==> config.mk <==
export PLATFORM = sky130hd
export DESIGN_NAME = mac_pipe
export DESIGN_NICKNAME = d
export VERILOG_FILES = /design/src/rtl/mac_pipe.sv
export SDC_FILE = /design/constraint.sdc
export NUM_CORES = 1
export LEC_CHECK = 0
export CAP_MARGIN = 20
export CORE_MARGIN = 2
export CORE_UTILIZATION = 43
export CTS_CLUSTER_DIAMETER = 150
export DETAILED_ROUTE_END_ITERATION = 8
export PLACE_DENSITY = 0.63
export SYNTH_ARGS = -nofsm -noshare
export SYNTH_HDL_FRONTEND = slang
export SYNTH_SLANG_ARGS = --single-unit
==> constraint.sdc <==
create_clock -name clk -period 5.67 [get_ports clk]
set_input_delay 0.567 -clock clk [delete_from_list [all_inputs] [get_ports clk]]
set_output_delay 0.567 -clock clk [all_outputs]
set_load 0.01 [all_outputs]
==> src/rtl/mac_pipe.sv <==
// mac_pipe: three-stage pipelined multiply-add / accumulate unit with valid/ready handshakes.
// S1 registers the operands, S2 registers the product, S3 combines it and registers o/ovf.
// Build option MAC_SAT_EN: results outside the O_W range clamp to max/min and raise ovf.
// Without it, results wrap modulo 2^O_W and ovf is tied low.
module mac_pipe #(
  parameter int A_W    = 8,
  parameter int B_W    = 8,
  parameter int C_W    = 16,
  parameter int O_W    = 16,
  parameter int SIGNED = 0
) (
  input  logic           clk,
  input  logic           rst,
  input  logic           in_valid,
  output logic           in_ready,
  input  logic [A_W-1:0] a,
  input  logic [B_W-1:0] b,
  input  logic [C_W-1:0] ci,
  input  logic [1:0]     mode,
  output logic           out_valid,
  input  logic           out_ready,
  output logic [O_W-1:0] o,
  output logic           ovf
);

  localparam int P_W  = A_W + B_W;
  localparam int M1_W = (P_W > C_W) ? P_W : C_W;
  localparam int M2_W = (M1_W > O_W) ? M1_W : O_W;
  // Two guard bits: one for the carry of an add, one so a subtraction result stays signed.
  localparam int R_W  = M2_W + 2;
  localparam bit SGN  = (SIGNED != 0);

  localparam logic [1:0] MODE_MADD  = 2'b00;
  localparam logic [1:0] MODE_MACC  = 2'b01;
  localparam logic [1:0] MODE_MLOAD = 2'b10;
  localparam logic [1:0] MODE_MSUB  = 2'b11;

  logic           adv;
  logic           s1_valid;
  logic [A_W-1:0] s1_a;
  logic [B_W-1:0] s1_b;
  logic [C_W-1:0] s1_ci;
  logic [1:0]     s1_mode;
  logic           s2_valid;
  logic [P_W-1:0] s2_p;
  logic [C_W-1:0] s2_ci;
  logic [1:0]     s2_mode;
  logic [O_W-1:0] acc;

  logic [P_W-1:0] a_ext;
  logic [P_W-1:0] b_ext;
  logic [P_W-1:0] p_next;
  logic [R_W-1:0] p_r;
  logic [R_W-1:0] ci_r;
  logic [R_W-1:0] acc_r;
  logic [R_W-1:0] r;
  logic [O_W-1:0] o_next;
  logic           ovf_next;

  // One global stall: everything moves only when the output slot is free or being taken.
  assign adv      = !out_valid || out_ready;
  assign in_ready = adv;

  // Operands extended to the product width; the low P_W bits of this product are exact
  // for both unsigned and two's-complement operands.
  assign a_ext  = {{B_W{SGN & s1_a[A_W-1]}}, s1_a};
  assign b_ext  = {{A_W{SGN & s1_b[B_W-1]}}, s1_b};
  assign p_next = a_ext * b_ext;

  assign p_r   = {{(R_W-P_W){SGN & s2_p[P_W-1]}}, s2_p};
  assign ci_r  = {{(R_W-C_W){SGN & s2_ci[C_W-1]}}, s2_ci};
  assign acc_r = {{(R_W-O_W){SGN & acc[O_W-1]}}, acc};

  // Full-precision combine selected by the transaction's mode.
  always_comb begin
    r = '0;
    case (s2_mode)
      MODE_MADD:  r = p_r + ci_r;
      MODE_MACC:  r = acc_r + p_r;
      MODE_MLOAD: r = ci_r;
      MODE_MSUB:  r = ci_r - p_r;
      default:    r = '0;
    endcase
  end

`ifdef MAC_SAT_EN
  // Clamp out-of-range results; r's top bit is its sign thanks to the guard bits.
  always_comb begin
    o_next   = r[O_W-1:0];
    ovf_next = 1'b0;
    if (SGN) begin
      if (r[R_W-1:O_W-1] != {(R_W-O_W+1){r[R_W-1]}}) begin
        ovf_next = 1'b1;
        o_next   = r[R_W-1] ? {1'b1, {(O_W-1){1'b0}}} : {1'b0, {(O_W-1){1'b1}}};
      end
    end else if (r[R_W-1:O_W] != '0) begin
      ovf_next = 1'b1;
      o_next   = r[R_W-1] ? {O_W{1'b0}} : {O_W{1'b1}};
    end
  end
`else
  logic unused_r;
  assign o_next   = r[O_W-1:0];
  assign ovf_next = 1'b0;
  assign unused_r = ^r[R_W-1:O_W];
`endif

  // Stage valid bits shift together under the stall and are cleared by reset.
  always_ff @(posedge clk) begin
    if (rst) begin
      s1_valid <= 1'b0;
      s2_valid <= 1'b0;
    end else if (adv) begin
      s1_valid <= in_valid;
      s2_valid <= s1_valid;
    end
  end

  // Datapath stage registers; contents are only meaningful alongside their valid bit.
  always_ff @(posedge clk) begin
    if (adv) begin
      s1_a    <= a;
      s1_b    <= b;
      s1_ci   <= ci;
      s1_mode <= mode;
      s2_p    <= p_next;
      s2_ci   <= s1_ci;
      s2_mode <= s1_mode;
    end
  end

  // Output stage and accumulator; bubbles pass without disturbing o, ovf or acc.
  always_ff @(posedge clk) begin
    if (rst) begin
      out_valid <= 1'b0;
      o         <= '0;
      ovf       <= 1'b0;
      acc       <= '0;
    end else if (adv) begin
      out_valid <= s2_valid;
      if (s2_valid) begin
        o   <= o_next;
        ovf <= ovf_next;
        if (s2_mode == MODE_MACC || s2_mode == MODE_MLOAD) begin
          acc <= o_next;
        end
      end
    end
  end

endmodule
; Yosys cells after proc, flatten, opt, wreduce, memory -nomap -nowiden
; Index checks and enable logic that the tools add are counted.
[totals]
wordCells = 26
register_bits = 103
output_inout_bits = 19
in_bits = 38
[op_classes]
n_mul = 1
addsub = 3
n_mux = 1
n_reduce_logical = 6
n_eq_ne = 3
[op_table]
columns = operator, count
row1 = 16-bit case mux with 4 select lines, 1
row2 = 16-bit adder, 2
row3 = 8-bit by 8-bit multiplier with 16-bit output, 1
row4 = 16-bit subtractor, 1
row5 = 2-bit equality test (second input constant), 2
row6 = 3-bit AND reduction, 1
row7 = 2-bit by 1-bit equality test with 1-bit output (second input constant), 1
row8 = 2-bit logical NOT, 1
row9 = 1-bit logical OR, 2
row10 = 2-bit AND reduction, 1
row11 = 1-bit logical NOT, 1

; Logic depth before layout (Yosys ltp)
; Gate-level depths: netlist of the first run.
[logic_depth]
word_depth = 3
depth_mapped = 16
mapped_depth_nobuf = 16

; Least setup slack after synthesis of the first run
; OpenSTA, ideal clock, no wires.
[synth_timing]
path_kind = reg-to-reg
from = register s1_a[6]
to = register s2_p[15], data pin
path_slack_ps = 1428
required_ps = 5410
setup_time_ps = 260
stages_incl_launch_ff = 15
arrival_time_ps = 3982
synth_period_minus_slack_ps = 4242
path_buffers = 0
path_cell_list = edfxtp_1 and2_1 fa_1 fa_1 fa_1 inv_1 fa_1 inv_1 ha_1 or2_2 a21oi_1 a21oi_1 a211oi_1 a21oi_1 xnor2_1
[synth_via]
elab_chain_len = 1
[synth_rtl]
columns = item, line
row1 = start: declaration, 40  ; logic [A_W-1:0] s1_a;
row2 = start signal: assignment, 122  ; s1_a <= a;
row3 = 8-bit by 8-bit multiplier with 16-bit output, 68  ; assign p_next = a_ext * b_ext;
row4 = via p_next[15], 52  ; logic [P_W-1:0] p_next;
row5 = end signal: assignment, 126  ; s2_p <= p_next;
row6 = end: declaration, 45  ; logic [P_W-1:0] s2_p;
; The timed path passes the listed nets, and every way through them passes these cells.
; A chain may end at the register's enable or synchronous reset.

; Worst setup path after layout of the first run
; Same ends and word-level chain as after synthesis.

==> results of run 1 <==
routing by layer:
metal	vias up	track usage	share of wire
li1	2750	-	-
met1	2623	0.243	0.45
met2	169	0.316	0.48
met3	32	0.0295	0.047
met4	0	0.0671	0.026
met5	-	0	0
cells in the mapped netlist, drive strengths merged, types with 2 or more instances:
master / n / share of area
a21o: 5 / 0.0050
a221oi: 6 / 0.0070
a2111o: 2 / 0.0030
a31o: 2 / 0.0035
nor2: 46 / 0.023
and2: 50 / 0.042
nand4: 2 / 0.0017
xor2: 5 / 0.0059
inv: 69 / 0.035
a22oi: 5 / 0.0050
mux2i: 6 / 0.0080
o31ai: 4 / 0.0040
o211ai: 5 / 0.0050
edfxtp: 68 / 0.27
nand2b: 8 / 0.0067
a211o: 3 / 0.0035
clkbuf: 21 / 0.011
a2111oi: 4 / 0.0047
a31oi: 6 / 0.0050
nand2: 49 / 0.025
nand3: 12 / 0.0080
nor2b: 5 / 0.0042
a21oi: 56 / 0.037
nor4: 3 / 0.0025
o41ai: 2 / 0.0048
a211oi: 19 / 0.020
o21a: 7 / 0.0070
buf: 4 / 0.0027
or3: 4 / 0.0033
nor3: 15 / 0.010
o21bai: 5 / 0.0055
o21ai: 41 / 0.027
a32o: 2 / 0.0027
a41oi: 2 / 0.0023
fa: 38 / 0.10
a32oi: 3 / 0.0035
xnor2: 40 / 0.047
dfxtp: 35 / 0.094
and4: 2 / 0.0027
ha: 70 / 0.12
or2: 5 / 0.0042
and3: 2 / 0.0017
layout make-up:
class                      instances  share of cell area
multi-input combinational        554               0.513
sequential                       103               0.320
timing repair buffer              58              0.0669
tap                              225              0.0329
inverter                          69              0.0302
clock buffer                       9              0.0263
clock inverter                     7              0.0110
logic make-up (layout without fill, tap and decap cells):
kind of cell	Yosys count	in the layout	synth area share
AOI/OAI and AO/OA	187	187	0.166
and+or+nand+nor	206	206	0.138
DFF	103	103	0.366
adders and majority gates	108	108	0.219
buffers and inverters	94	143	0.0478
muxes	7	7	0.00953
xor gates and xnor gates	45	45	0.0527
other	1	1	0.000501
flip-flops by register name, summed over array words and instances (netlist names):
register	flops
acc	16
o	16
s1_ci	16
s2_ci	16
s2_p	16
s1_a	8
s1_b	8
s1_mode	2
s2_mode	2
out_valid	1
s1_valid	1
s2_valid	1
power by group through the flow:
stage | clock network (mW) | registers, mW | logic (mW)
after global routing | 0.725 | 1.05 | 1.90
after floorplan | 0 | 1.02 | 1.32
final | 0.675 | 1.03 | 1.69
after CTS | 0.694 | 1.03 | 1.67
after detailed placement | 0 | 1.05 | 1.66
after global placement | 0 | 1.04 | 1.62
per-stage QoR:
step | util | setup slack, ps | power (mW)
2_1_floorplan | - | 1430 | 2.34
3_3_place_gp | 0.480 | 1240 | 2.66
3_5_place_dp | 0.480 | 1160 | 2.71
4_1_cts | 0.499 | 1150 | 3.40
5_1_grt | 0.499 | 940 | 3.67
6_report | 0.499 | 1150 | 3.39
worst min-delay path by stage:
stage / startpoint / depth (start not counted) / endpoint
2_1_floorplan: s1_ci[0] / 0 / s2_ci[0]
3_3_place_gp: s1_ci[3] / 0 / s2_ci[3]
3_5_place_dp: s1_ci[6] / 0 / s2_ci[6]
4_1_cts: s1_ci[6] / 0 / s2_ci[6]
5_1_grt: s1_ci[0] / 0 / s2_ci[0]
6_report: s1_mode[0] / 0 / s2_mode[0]
==> qor.yml, run 1 <==
cells_and_area:
  nets: 941
  num_antenna_cells: 0
  finish.instance_area_sq_um: 8570
  register_area_sq_um: 2740
  layout-drive-gt1-share: 0.0388
  layout_common_cells: "70 x sky130_fd_sc_hd__ha_1, 69 x sky130_fd_sc_hd__inv_1, 68 x sky130_fd_sc_hd__edfxtp_1"
  layout-area-overhead-vs-synth_pct: 14.5
  layoutNonFillerInstCount: 1025
  fillCellCount: 1648
  multi_input_area_sq_um: 4390
  layout.cells.most_common: "sky130_fd_sc_hd__ha_1"
synthesis:
  synth.distinct_cells: 66
  syn_inst: 751
  synth_flop_cell: "sky130_fd_sc_hd__edfxtp_1"
  synth_edf_count: 68
  asyncSetResetFlopFracSynth: 0
  synth.yosys.warnings: 0
  synthesis.area_sq_um: 7480
  synth.yosys.seq_area_share: 0.366
  syn_avg_cell_area_sq_um: 9.96
  postSynthRegisterBits: 103
  syn-num-nets: 897
critical_path:
  destination_of_the_critical_timing_path: "s2_p[15]"
  worstReg2RegEnd: "s2_p[15]"
  worstSetupPathDepth: 14
  crit_path_max_incr_delay_ps: 500
  endpoint_kind: "register"
  critical-path-slowest-cell: "sky130_fd_sc_hd__edfxtp_1"
  worstPathBufferInverterCount: 2
  reg2reg_setup_slack_ps: 1150
  timing_worst_setup_path_type: "register to register"
  worst_path_most_repeated_cell: "sky130_fd_sc_hd__fa_1"
  crit_start: "s1_a[6]"
  required_worst_endpoint_ps: 5760
  critPathLaunchType: "register"
  worst_path_cell_trace: "and2_1 -> fa_1 -> fa_1 -> fa_1 -> inv_1 -> fa_1 -> inv_1 -> ha_1 -> or2_2 -> a21oi_1 -> a21oi_1 -> a211oi_1 -> a21oi_1 -> xnor2_1"
  worstPathMaxFanout: 8
  worst_r2r_path_depth: 14
  crit_family: "adder cells"
  worstReg2RegStart: "s1_a[6]"
  critical_path_arrival_ps: 4610
global_route:
  grt_pass1_wl_microns: 27100
  grt.overflow.total: 0
  grt_start_max_net_pins: 46
  vias_in_the_first_global_route: 5559
  grt_usage: 0.187
  antenna_found_initial: 0
outcome:
  outcome: "finished, final reports clean"
placed_design:
  dp_hpwl_microns: 12700
  buffer_ports.inserted: 55
  placedInstanceArea_sq_um: 8250
  gp_congestion: 0.908
  post-place-cells: 1009
sta:
  holdWs_ps: 422
  final_min_period_over_clock_period: 0.796
  final_report_hold_violation_count: 0
  final_clock_skew_ps: 11.1
  timing.max_slew.rel_slack: 0.307
  report.final.slew_viol_count: 0
  max_freq_mhz: 221
  grt_setup_unrepaired: "no"
  final_setup_violation_count: 0
  finalWorstPathRequiredPeriod_ps: 4520
  setup-tns-final_ps: 0
  tightestPinTransition_ps: 1040
die:
  chipWidth_microns: 136
  core_area_sq_um: 17200
  placementRows: 48
  floorplan.die_area_sq_um: 18500
  die_height_microns: 136
  floorplan.initialDensity: 0.436
  top_level_ports: 57
power:
  power.share.combinational: 0.497
  swShare: 0.389
  p_per_area_nw_per_um2: 396
  clock_power_share: 0.199
  total_leakage_power_nw: 3.51
  irDropWorstVdd_uv: 199
  power_switching_mw: 1.32
  share_seq_of_total_power: 0.304
  p_int_mw: 2.07
route:
  post_drt_via_cell_ratio: 5.44
  detailedRoute.firstIterationViolations: 354
  vias: 5574
  first_pass_iters: 5
  drt_drc_violations_left: 0
  final_antenna_net_count: 0
  drt-wirelength-per-cell_microns: 16.1
  route.final.wire_length_microns: 16500
clock_tree:
  cts-root-buf: "sky130_fd_sc_hd__clkbuf_16"
  htreeDepth: 3
  clkSinkCount: 103
  clk_transition_reported_paths_ps: 70
  cts-buffers-inserted: 9
  cts_max_path_buffers: 2
  cts_tree: "yes"
  post_cts_hold_buffer_count: 0
  cts_setup_buffers: 0
  worst_skew_pair.late_latency_ps: 350
  cts_resized: 0
worst_hold_path:
  min-delay-path-class: "register to register"
flow_run:
  cap_viol_max_count: 0
No activity file was read; power rests on OpenSTA's default activity.
==> run 2: changes to the inputs <==
==> constraint.sdc (replaced) <==
create_clock -name clk -period 4.2 [get_ports clk]
set_input_delay 0.42 -clock clk [delete_from_list [all_inputs] [get_ports clk]]
set_output_delay 0.42 -clock clk [all_outputs]
set_load 0.01 [all_outputs]
==> run 2 against run 1 <==
Effect of this change:
- sequential cell count unchanged
- combinational power increased by 57%
- critical path depth increased by 1
- hold slack about the same
- first-iteration DRC count decreased by 20%
- setup slack got worse by 1100 ps
- global-route usage increased by 0.47 points
- power increased by 42%
- utilization increased by 1.9 points
- sequential power increased by 34%
- non-clock buffer count increased by 27
- critical path type unchanged
- critical endpoint unchanged
- largest cell class unchanged
==> qor.yml, run 2 (synthesized netlist as in run 1, its figures left out) <==
critical_path:
  required_worst_endpoint_ps: 4310
  crit_start: "s1_a[2]"
  worstPathMaxFanout: 4
  critical_path_arrival_ps: 4250
  timing_worst_setup_path_type: "register to register"
  critPathLaunchType: "register"
  worstReg2RegStart: "s1_a[2]"
  worstReg2RegEnd: "s2_p[15]"
  endpoint_kind: "register"
  worst_r2r_path_depth: 15
  reg2reg_setup_slack_ps: 60
power:
  p_int_mw: 2.91
  irDropWorstVdd_uv: 298
  power_switching_mw: 1.92
  power_mw: 4.83
  share_seq_of_total_power: 0.287
  clock_power_share: 0.164
  power.share.combinational: 0.550
  p_per_area_nw_per_um2: 543
  total_leakage_power_nw: 3.64
  swShare: 0.397
clock_tree:
  clk_transition_reported_paths_ps: 70
  post_cts_hold_buffer_count: 0
  clkSinkCount: 103
  htreeDepth: 3
  cts-root-buf: "sky130_fd_sc_hd__clkbuf_16"
  cts-buffers-inserted: 9
  worst_skew_pair.late_latency_ps: 360
  cts_tree: "yes"
  cts_max_path_buffers: 2
global_route:
  grt_usage: 0.191
  grt_pass1_wl_microns: 27600
  antenna_found_initial: 0
  vias_in_the_first_global_route: 5701
  grt_start_max_net_pins: 73
  grt.overflow.total: 0
route:
  detailedRoute.firstIterationViolations: 284
  first_pass_iters: 4
  final_antenna_net_count: 0
  post_drt_via_cell_ratio: 5.44
  vias: 5728
  drt-wirelength-per-cell_microns: 16.2
  drt_drc_violations_left: 0
  route.final.wire_length_microns: 17000
placed_design:
  dp_hpwl_microns: 12800
  gp_congestion: 0.897
  post-place-cells: 1025
  buffer_ports.inserted: 55
sta:
  grt_setup_unrepaired: "yes"
  final_min_period_over_clock_period: 0.986
  final_clock_skew_ps: 7.48
  tightestPinTransition_ps: 916
  final_setup_violation_count: 0
  timing.max_slew.rel_slack: 0.389
  finalWorstPathRequiredPeriod_ps: 4140
  holdWs_ps: 422
  max_freq_mhz: 241
  final_report_hold_violation_count: 0
  setup-tns-final_ps: 0
  report.final.slew_viol_count: 0
cells_and_area:
  multi_input_area_sq_um: 4560
  layout-drive-gt1-share: 0.0992
  nets: 968
  register_area_sq_um: 2740
  layout.cells.most_common: "sky130_fd_sc_hd__edfxtp_1"
  num_antenna_cells: 0
  fillCellCount: 1568
  layout_common_cells: "68 x sky130_fd_sc_hd__edfxtp_1, 67 x sky130_fd_sc_hd__inv_1, 64 x sky130_fd_sc_hd__ha_1"
  layout-area-overhead-vs-synth_pct: 18.9
  layoutNonFillerInstCount: 1052
die:
  chipWidth_microns: 136
  placementRows: 48
  floorplan.die_area_sq_um: 18500
  die_height_microns: 136
  core_area_sq_um: 17200
  floorplan.initialDensity: 0.436
  top_level_ports: 57
worst_hold_path:
  timing.hold.worst.start: "s1_ci[6]"
  hold-path-cell-count: 0
  min-delay-path-class: "register to register"
  hold_end: "s2_ci[6]"
outcome:
  outcome: "finished, final reports clean"
flow_run:
  cap_viol_max_count: 0
[run 2: cell types whose count changed in the layout (fill, tap and decap cells not counted), moves of 3 or more]
cell | previous run | this run
sky130_fd_sc_hd__a21oi_1 | 56 | 53
sky130_fd_sc_hd__and2_1 | 48 | 44
sky130_fd_sc_hd__and2_4 | 1 | 5
sky130_fd_sc_hd__buf_4 | 3 | 26
sky130_fd_sc_hd__buf_6 | 0 | 4
sky130_fd_sc_hd__ha_1 | 70 | 64
sky130_fd_sc_hd__ha_4 | 0 | 5
[run 2: repair_timing]
action,CTS,global route
buffers inserted,6,5
setup endpoints to repair,3,6
pin swaps,6,10
resized for setup,8,29
[run 2: power by group through the flow]
| stage | combinational, mW | sequential (mW) | clock, mW |
|---|---|---|---|
| floorplan | 1.78 | 1.38 | 0 |
| global placement | 2.23 | 1.40 | 0 |
| detailed placement | 2.29 | 1.41 | 0 |
| CTS | 2.37 | 1.39 | 0.813 |
| global route | 2.95 | 1.41 | 0.849 |
| finish | 2.65 | 1.38 | 0.791 |
[run 2: worst max-delay path by stage]
stage               end  slack (ps)
6_report       s2_p[15]          60
4_1_cts        s2_p[15]         -10
5_1_grt        s2_p[15]        -130
3_5_place_dp   s2_p[15]         -90
3_3_place_gp   s2_p[15]          -6
2_1_floorplan  s2_p[15]          40
[run 2: through the flow]
stage	utilization	area [sq um]	setup slack [ps]
finish	0.518	8900	57.3
global route	0.518	8900	-133
CTS	0.507	8710	-11.4
detailed placement	0.487	8370	-89.3
global placement	0.487	8370	-6.31
floorplan	-	7490	39.5
[run 2: cell type report]
| cell class | count | area share |
|---|---|---|
| Tap cell | 225 | 0.0316 |
| Clock buffer | 11 | 0.0262 |
| Timing Repair Buffer | 85 | 0.0889 |
| Sequential cell | 103 | 0.308 |
| Inverter | 69 | 0.0291 |
| Clock inverter | 5 | 0.00380 |
| Multi-Input combinational cell | 554 | 0.512 |
[run 2: routing by layer]
metal	GRT usage	vias to the layer above	wire (microns)	share of wire
li1	-	2815	-	-
met1	0.235	2734	7520	0.44
met2	0.331	145	8330	0.49
met3	0.0391	34	742	0.044
met4	0.0729	0	422	0.025
met5	0	-	0	0
[run 2: worst max-delay path: stages, from the launching register on]
cell,delay [ps]
sky130_fd_sc_hd__edfxtp_1,430
sky130_fd_sc_hd__buf_6,150
sky130_fd_sc_hd__and2_4,150
sky130_fd_sc_hd__fa_1,520
sky130_fd_sc_hd__fa_1,430
sky130_fd_sc_hd__fa_1,500
sky130_fd_sc_hd__inv_1,50
sky130_fd_sc_hd__fa_1,490
sky130_fd_sc_hd__inv_2,50
sky130_fd_sc_hd__ha_4,210
sky130_fd_sc_hd__or2_4,250
sky130_fd_sc_hd__a21oi_2,150
sky130_fd_sc_hd__a21oi_2,60
sky130_fd_sc_hd__a211oi_2,220
sky130_fd_sc_hd__a21oi_1,120
sky130_fd_sc_hd__xnor2_1,120
==> run 3: changes to the inputs <==
--- a/config.mk
+++ b/config.mk
@@ -5,7 +5,6 @@
 export SDC_FILE = /design/constraint.sdc
 export NUM_CORES = 1
 export LEC_CHECK = 0
-export CAP_MARGIN = 20
 export CORE_MARGIN = 2
 export CORE_UTILIZATION = 43
 export CTS_CLUSTER_DIAMETER = 150
==> results of run 3 <==
Final layout, timing and power as in run 2 (identical DEF).
